<file path="src/rtl/parking_occupancy_ctrl.sv">
// Multi-lane parking occupancy controller: per-lane beam-sequence FSMs feeding a shared
// saturating occupancy counter. Optional input debounce is enabled by PARK_DEBOUNCE_EN.
module parking_occupancy_ctrl #(
    parameter int N_LANES    = 2,
    parameter int CAPACITY   = 100,
    parameter int CNT_W      = 8,
    parameter int DEB_CYCLES = 4
) (
    input  logic               clk,
    input  logic               rst,
    input  logic [N_LANES-1:0] sens_a,
    input  logic [N_LANES-1:0] sens_b,
    input  logic               clear,
    output logic [N_LANES-1:0] entry_pulse,
    output logic [N_LANES-1:0] exit_pulse,
    output logic [CNT_W-1:0]   count,
    output logic               full,
    output logic               empty,
    output logic               overflow_err,
    output logic               underflow_err
);

    typedef enum logic [2:0] {
        IDLE, EN1, EN2, EN3, EX1, EX2, EX3
    } lane_state_t;

    localparam int SW = CNT_W + 4;
    localparam logic signed [SW-1:0] CAP_S = SW'(CAPACITY);

    logic [N_LANES-1:0] w_sa;
    logic [N_LANES-1:0] w_sb;

`ifdef PARK_DEBOUNCE_EN
    localparam int DW = (DEB_CYCLES > 1) ? $clog2(DEB_CYCLES + 1) : 1;
    localparam logic [DW-1:0] DEB_LAST = DW'(DEB_CYCLES - 1);

    logic [2*N_LANES-1:0] r_sync1;
    logic [2*N_LANES-1:0] r_sync2;
    logic [2*N_LANES-1:0] r_filt;
    logic [DW-1:0]        r_deb_cnt [2*N_LANES];

    // A filtered bit only flips after DEB_CYCLES consecutive samples disagree with it.
    always_ff @(posedge clk or posedge rst) begin
        if (rst) begin
            r_sync1 <= '0;
            r_sync2 <= '0;
            r_filt  <= '0;
            for (int k = 0; k < 2*N_LANES; k++) r_deb_cnt[k] <= '0;
        end else begin
            r_sync1 <= {sens_a, sens_b};
            r_sync2 <= r_sync1;
            for (int k = 0; k < 2*N_LANES; k++) begin
                if (r_sync2[k] == r_filt[k]) begin
                    r_deb_cnt[k] <= '0;
                end else if (r_deb_cnt[k] == DEB_LAST) begin
                    r_filt[k]    <= r_sync2[k];
                    r_deb_cnt[k] <= '0;
                end else begin
                    r_deb_cnt[k] <= r_deb_cnt[k] + 1'b1;
                end
            end
        end
    end

    assign {w_sa, w_sb} = r_filt;
`else
    assign w_sa = sens_a;
    assign w_sb = sens_b;
`endif

    lane_state_t        r_state [N_LANES];
    lane_state_t        w_next  [N_LANES];
    logic [N_LANES-1:0] w_entry_evt;
    logic [N_LANES-1:0] w_exit_evt;
    logic [N_LANES-1:0] r_entry_pulse;
    logic [N_LANES-1:0] r_exit_pulse;

    // Exit states mirror the entry states with the roles of A and B swapped.
    always_comb begin
        w_entry_evt = '0;
        w_exit_evt  = '0;
        for (int i = 0; i < N_LANES; i++) begin
            w_next[i] = r_state[i];
            case (r_state[i])
                IDLE: case ({w_sa[i], w_sb[i]})
                    2'b10:   w_next[i] = EN1;
                    2'b01:   w_next[i] = EX1;
                    default: w_next[i] = IDLE;
                endcase
                EN1: case ({w_sa[i], w_sb[i]})
                    2'b11:   w_next[i] = EN2;
                    2'b10:   w_next[i] = EN1;
                    default: w_next[i] = IDLE;
                endcase
                EN2: case ({w_sa[i], w_sb[i]})
                    2'b01:   w_next[i] = EN3;
                    2'b10:   w_next[i] = EN1;
                    2'b11:   w_next[i] = EN2;
                    default: w_next[i] = IDLE;
                endcase
                EN3: case ({w_sa[i], w_sb[i]})
                    2'b00: begin
                        w_next[i]      = IDLE;
                        w_entry_evt[i] = 1'b1;
                    end
                    2'b11:   w_next[i] = EN2;
                    2'b01:   w_next[i] = EN3;
                    default: w_next[i] = IDLE;
                endcase
                EX1: case ({w_sa[i], w_sb[i]})
                    2'b11:   w_next[i] = EX2;
                    2'b01:   w_next[i] = EX1;
                    default: w_next[i] = IDLE;
                endcase
                EX2: case ({w_sa[i], w_sb[i]})
                    2'b10:   w_next[i] = EX3;
                    2'b01:   w_next[i] = EX1;
                    2'b11:   w_next[i] = EX2;
                    default: w_next[i] = IDLE;
                endcase
                EX3: case ({w_sa[i], w_sb[i]})
                    2'b00: begin
                        w_next[i]     = IDLE;
                        w_exit_evt[i] = 1'b1;
                    end
                    2'b11:   w_next[i] = EX2;
                    2'b10:   w_next[i] = EX3;
                    default: w_next[i] = IDLE;
                endcase
                default: w_next[i] = IDLE;
            endcase
        end
    end

    always_ff @(posedge clk or posedge rst) begin
        if (rst) begin
            for (int i = 0; i < N_LANES; i++) r_state[i] <= IDLE;
            r_entry_pulse <= '0;
            r_exit_pulse  <= '0;
        end else begin
            for (int i = 0; i < N_LANES; i++) r_state[i] <= w_next[i];
            r_entry_pulse <= w_entry_evt;
            r_exit_pulse  <= w_exit_evt;
        end
    end

    logic signed [SW-1:0] w_n_ent;
    logic signed [SW-1:0] w_n_ext;
    logic signed [SW-1:0] w_cnt_next;
    logic [CNT_W-1:0]     r_count;
    logic                 r_ovf;
    logic                 r_unf;

    // Entries and exits net out before the clamp, so a balanced cycle at a limit is harmless.
    always_comb begin
        w_n_ent = '0;
        w_n_ext = '0;
        for (int i = 0; i < N_LANES; i++) begin
            w_n_ent = w_n_ent + SW'(w_entry_evt[i]);
            w_n_ext = w_n_ext + SW'(w_exit_evt[i]);
        end
        w_cnt_next = $signed({4'b0000, r_count}) + w_n_ent - w_n_ext;
    end

    always_ff @(posedge clk or posedge rst) begin
        if (rst) begin
            r_count <= '0;
            r_ovf   <= 1'b0;
            r_unf   <= 1'b0;
        end else if (clear) begin
            r_count <= '0;
            r_ovf   <= 1'b0;
            r_unf   <= 1'b0;
        end else if (w_cnt_next > CAP_S) begin
            r_count <= CNT_W'(CAPACITY);
            r_ovf   <= 1'b1;
        end else if (w_cnt_next < 0) begin
            r_count <= '0;
            r_unf   <= 1'b1;
        end else begin
            r_count <= w_cnt_next[CNT_W-1:0];
        end
    end

    assign entry_pulse   = r_entry_pulse;
    assign exit_pulse    = r_exit_pulse;
    assign count         = r_count;
    assign full          = (r_count == CNT_W'(CAPACITY));
    assign empty         = (r_count == '0);
    assign overflow_err  = r_ovf;
    assign underflow_err = r_unf;

endmodule

</file>
<file path="config.mk">
export PLATFORM = sky130hd
export DESIGN_NAME = parking_occupancy_ctrl
export DESIGN_NICKNAME = d
export VERILOG_FILES = /design/src/rtl/parking_occupancy_ctrl.sv
export SDC_FILE = /design/constraint.sdc
export NUM_CORES = 1
export LEC_CHECK = 0
export ABC_AREA = 0
export ABC_CLOCK_PERIOD_IN_PS = 8000
export BUFFER_PORTS_ARGS = -buffer_cell sky130_fd_sc_hd__buf_2
export CORE_MARGIN = 5
export CORE_UTILIZATION = 62
export CTS_CLUSTER_SIZE = 40
export DETAILED_ROUTE_END_ITERATION = 8
export PLACE_DENSITY = 0.87
export SLEW_MARGIN = 20
export SYNTH_ARGS = -nofsm -noshare
export SYNTH_HDL_FRONTEND = slang
export SYNTH_SLANG_ARGS = --single-unit
</file>
<file path="constraint.sdc">
create_clock -name clk -period 8 [get_ports clk]
set_clock_uncertainty 0.05 [all_clocks]
set_input_delay 0.4 -clock clk [delete_from_list [all_inputs] [get_ports clk]]
set_output_delay 0.4 -clock clk [all_outputs]
set_load 0.02 [all_outputs]
</file>
==> summary.md <==
| Metric | Value |
|---|---|
| Mapped cell area | `1649 um^2` |
| Cells after Synth | `179` |
| Actual slew at the worst max-slew pin | `between 0.7 and 0.8 ns` |
| Via count | `1,345` |
| Fin nets | `between 200 and 250` |
| Port bufs | `22` |
| Async S/R FF share, synth | `1.000` |
| H-Tree Depth | `1` |
| Slew Viols, Final | `0` |
| Final Hold Fails | `0` |
| Post-DRT Antenna Nets | `0` |
| Min Hold Slack | `0.1549 ns` |
| Syn nets | `roughly 220` |
| Crit-path leading delay family | `adder cells` |
| Post-DP Area | `1778 um^2` |
| Worst Path Required | `around 8.2 ns` |
| Synthesized flop and latch total | `20` |
| Critical path's slowest cell | `dfrtp_1` |
| Worst-path clk slew | `0.11 ns` |
| Gr usage total | `0.1875` |
| Total grt overflow | `0` |
| Critical Path Start | `r_state[3]` |
| Worst r2r src | `r_state[3]` |
| CP Launch Type | `flop` |
| Met2 usage in global routing | `0.3543` |
| # fillers | `200` |
| Crit-path max cell delay | `roughly 0.53 ns` |
| Most common cell after layout, fill and taps aside | `ha_1` |
| Die width | `61.58 um` |
| Initial antenna violation count | `0` |
| Syn_area_per_cell | `9.213 um^2` |
| Number of synthesis warnings | `0` |
| Post-route cell area | `1814 um^2` |
| N_diodes | `0` |
| Sinks on Clock Net | `20` |
| Mux contribution to synthesized area | `0.03111` |
| Most frequent cells in the layout | `28 x ha_1, 26 x inv_1, 22 x buf_2` |
| Fmax | `250.1 MHz` |
| Drt pass-1 iters | `4` |
| Worst-Skew Late Latency | `around 0.3 ns` |
| Pre-CTS setup slack | `3.804 ns` |
| DP HPWL | `2647 um` |
| Adder-cell area share of the yosys netlist | `0.2489` |
| Status | `finished clean` |
| DR DRC count | `0` |
| Power Density | `364.1 nW/um^2` |
| Max clock buf depth | `2` |
| # setup viols final | `0` |
| Top_reg_cell synth | `dfrtp_1` |
| Critical path cell sequence | `inv_1 > or3_1 > fa_1 > fa_1 > inv_1 > ha_1 > inv_1 > fa_1 > o21bai_1 > nand3_1 > a21o_1 > a211o_4 > o31a_1` |
| Unrepaired setup endpoints after global routing | `false` |
| Tmin final | `between 3 and 4 ns` |
| Wire length per cell | `14.00 um` |
| Slew headroom | `0.5199` |
| Final worst slack | `4.002 ns` |
| Critical setup path kind | `reg -> reg` |
| Total wire length | `roughly 3200 um` |
| Leakage | `0.9206 nW` |
| Starting Density | `0.6597` |
| Busiest grt layer | `met2` |
| EDFF count, synth | `0` |
| Core area | `2500 um^2` |
| Cts hold-fix bufs | `0` |
| Via density | `5.848` |
| Multi-input gate area | `between 1000 and 1500 um^2` |
| Post-route clock period utilization | `0.4998` |
| Placer congestion estimate | `0.9123` |
| Iter 0 DRT Violations | `between 80 and 90` |
| Rows | `18` |
| Fin Setup TNS | `0 ns` |
| CP bufs+invs | `3` |
| Peak supply drop | `0.0003105 V` |
| Crit-path max FO | `9` |
| Synth Area in XOR/XNOR | `0.02124` |
| PostCTS Resize Cnt | `0` |
| CTS tree | `yes` |
| Vias in the first global route | `1,306` |
| Full die area | `3791 um^2` |
| Maxcap violations | `0` |
| Netlist cell types | `42` |
| Hold Crit Class | `in -> async` |
| Data arrival time of the critical path | `4.14 ns` |
| Synth Area in Simple Gates | `0.1464` |
| Setup Buffers After CTS | `0` |
| Post-Layout Cell Count | `230` |
| Compound-Gate Fraction of Synth Area | `0.1760` |
| Register area | `500.5 um^2` |
| Largest net degree at the start of global routing | `21` |
| M1 GR Usage | `0.2005` |
| Placed insts | `226` |
| Largest family of logic cells by synthesized area | `adder cells` |
| Sequential share of the synthesized area | `0.3035` |
| Root Buffer | `clkbuf_4` |
| Area Overhead vs Synth | `10.02%` |
| M3 GR Usage | `0.01258` |
| I/O Pins | `23` |
| Layout cells sized above 1 | `0.1700` |
| First-pass GRT wire length | `between 5000 and 6000 um` |
| CTS buffer count | `3` |
| Die Height | `between 60 and 70 um` |
| Crit end category | `flop` |
[power by group]
group | leakage (nW) | internal, mW | total (mW) | switching [mW]
Combinational | 0.636 | 0.183 | 0.428 | 0.245
Sequential | 0.264 | 0.130 | 0.175 | 0.0448
Clock | 0.0210 | 0.0278 | 0.0581 | 0.0303
Total | 0.921 | 0.341 | 0.661 | 0.320
[layout make-up]
class	count	share of cell area
multi-input cells	128	0.5690
flip-flops and latches	20	0.2759
repair buffers	22	0.06069
inverters	26	0.05379
well taps	30	0.02069
clock buffers	4	0.02000
[layer usage]
layer / vias to the layer above / part of all wire
met5: - / 0
met4: 0 / 0.034
met3: 12 / 0.032
met2: 36 / 0.53
met1: 652 / 0.40
li1: 645 / -
[final timing paths]
path	cells past startpoint	to	slack (ns)
setup / recovery	13	count[2]	4.00
hold / removal	2	r_state[3]	0.15
setup reg to reg	13	count[2]	4.00
hold reg to reg	2	underflow_err	0.47
max in group asynchronous	2	count[0]	7.30
min in group clk	2	underflow_err	0.22
[per-stage QoR]
stage / util / power [mW]
after floorplan: - / 0.5110
after global placement: 0.7112 / 0.5798
after detailed placement: 0.7112 / 0.6007
after CTS: 0.7257 / 0.6589
after global routing: 0.7257 / 0.7139
final: 0.7257 / 0.6606
[synth_stat cells, types with 2 or more instances]
master / instances / area, um^2
o21ai_0: 7 / 35.03
o211ai_1: 2 / 15.01
inv_1: 26 / 97.59
xor2_1: 2 / 17.52
a211oi_1: 2 / 15.01
fa_1: 3 / 60.06
nor2_1: 5 / 18.77
nand3_1: 7 / 35.03
mux2i_1: 4 / 40.04
a31oi_1: 2 / 12.51
dfrtp_1: 20 / 500.5
nand2b_1: 3 / 18.77
o22ai_1: 3 / 18.77
nand2_1: 17 / 63.81
ha_1: 28 / 350.3
xnor2_1: 2 / 17.52
o21a_1: 3 / 22.52
nor3b_1: 2 / 15.01
o31a_1: 2 / 17.52
nor2b_1: 2 / 12.51
clkbuf_1: 5 / 18.77
nor3_1: 6 / 30.03
a21oi_1: 7 / 35.03
[kinds of logic (layout without fill, tap and decap cells)]
kind of cell,count (synthesis),count (layout)
DFF,20,20
adders and majority gates,31,31
xor gates and xnor gates,4,4
muxes,5,5
and+or+nand+nor,48,48
AOI/OAI and AO/OA,39,39
other,1,1
buffers and inverters,31,52
[flip-flops by register name, summed over array words and instances (netlist names)]
name	count
overflow_err	1
exit_pulse	2
count	8
r_state	6
underflow_err	1
entry_pulse	2
No activity file was read; power rests on OpenSTA's default activity.
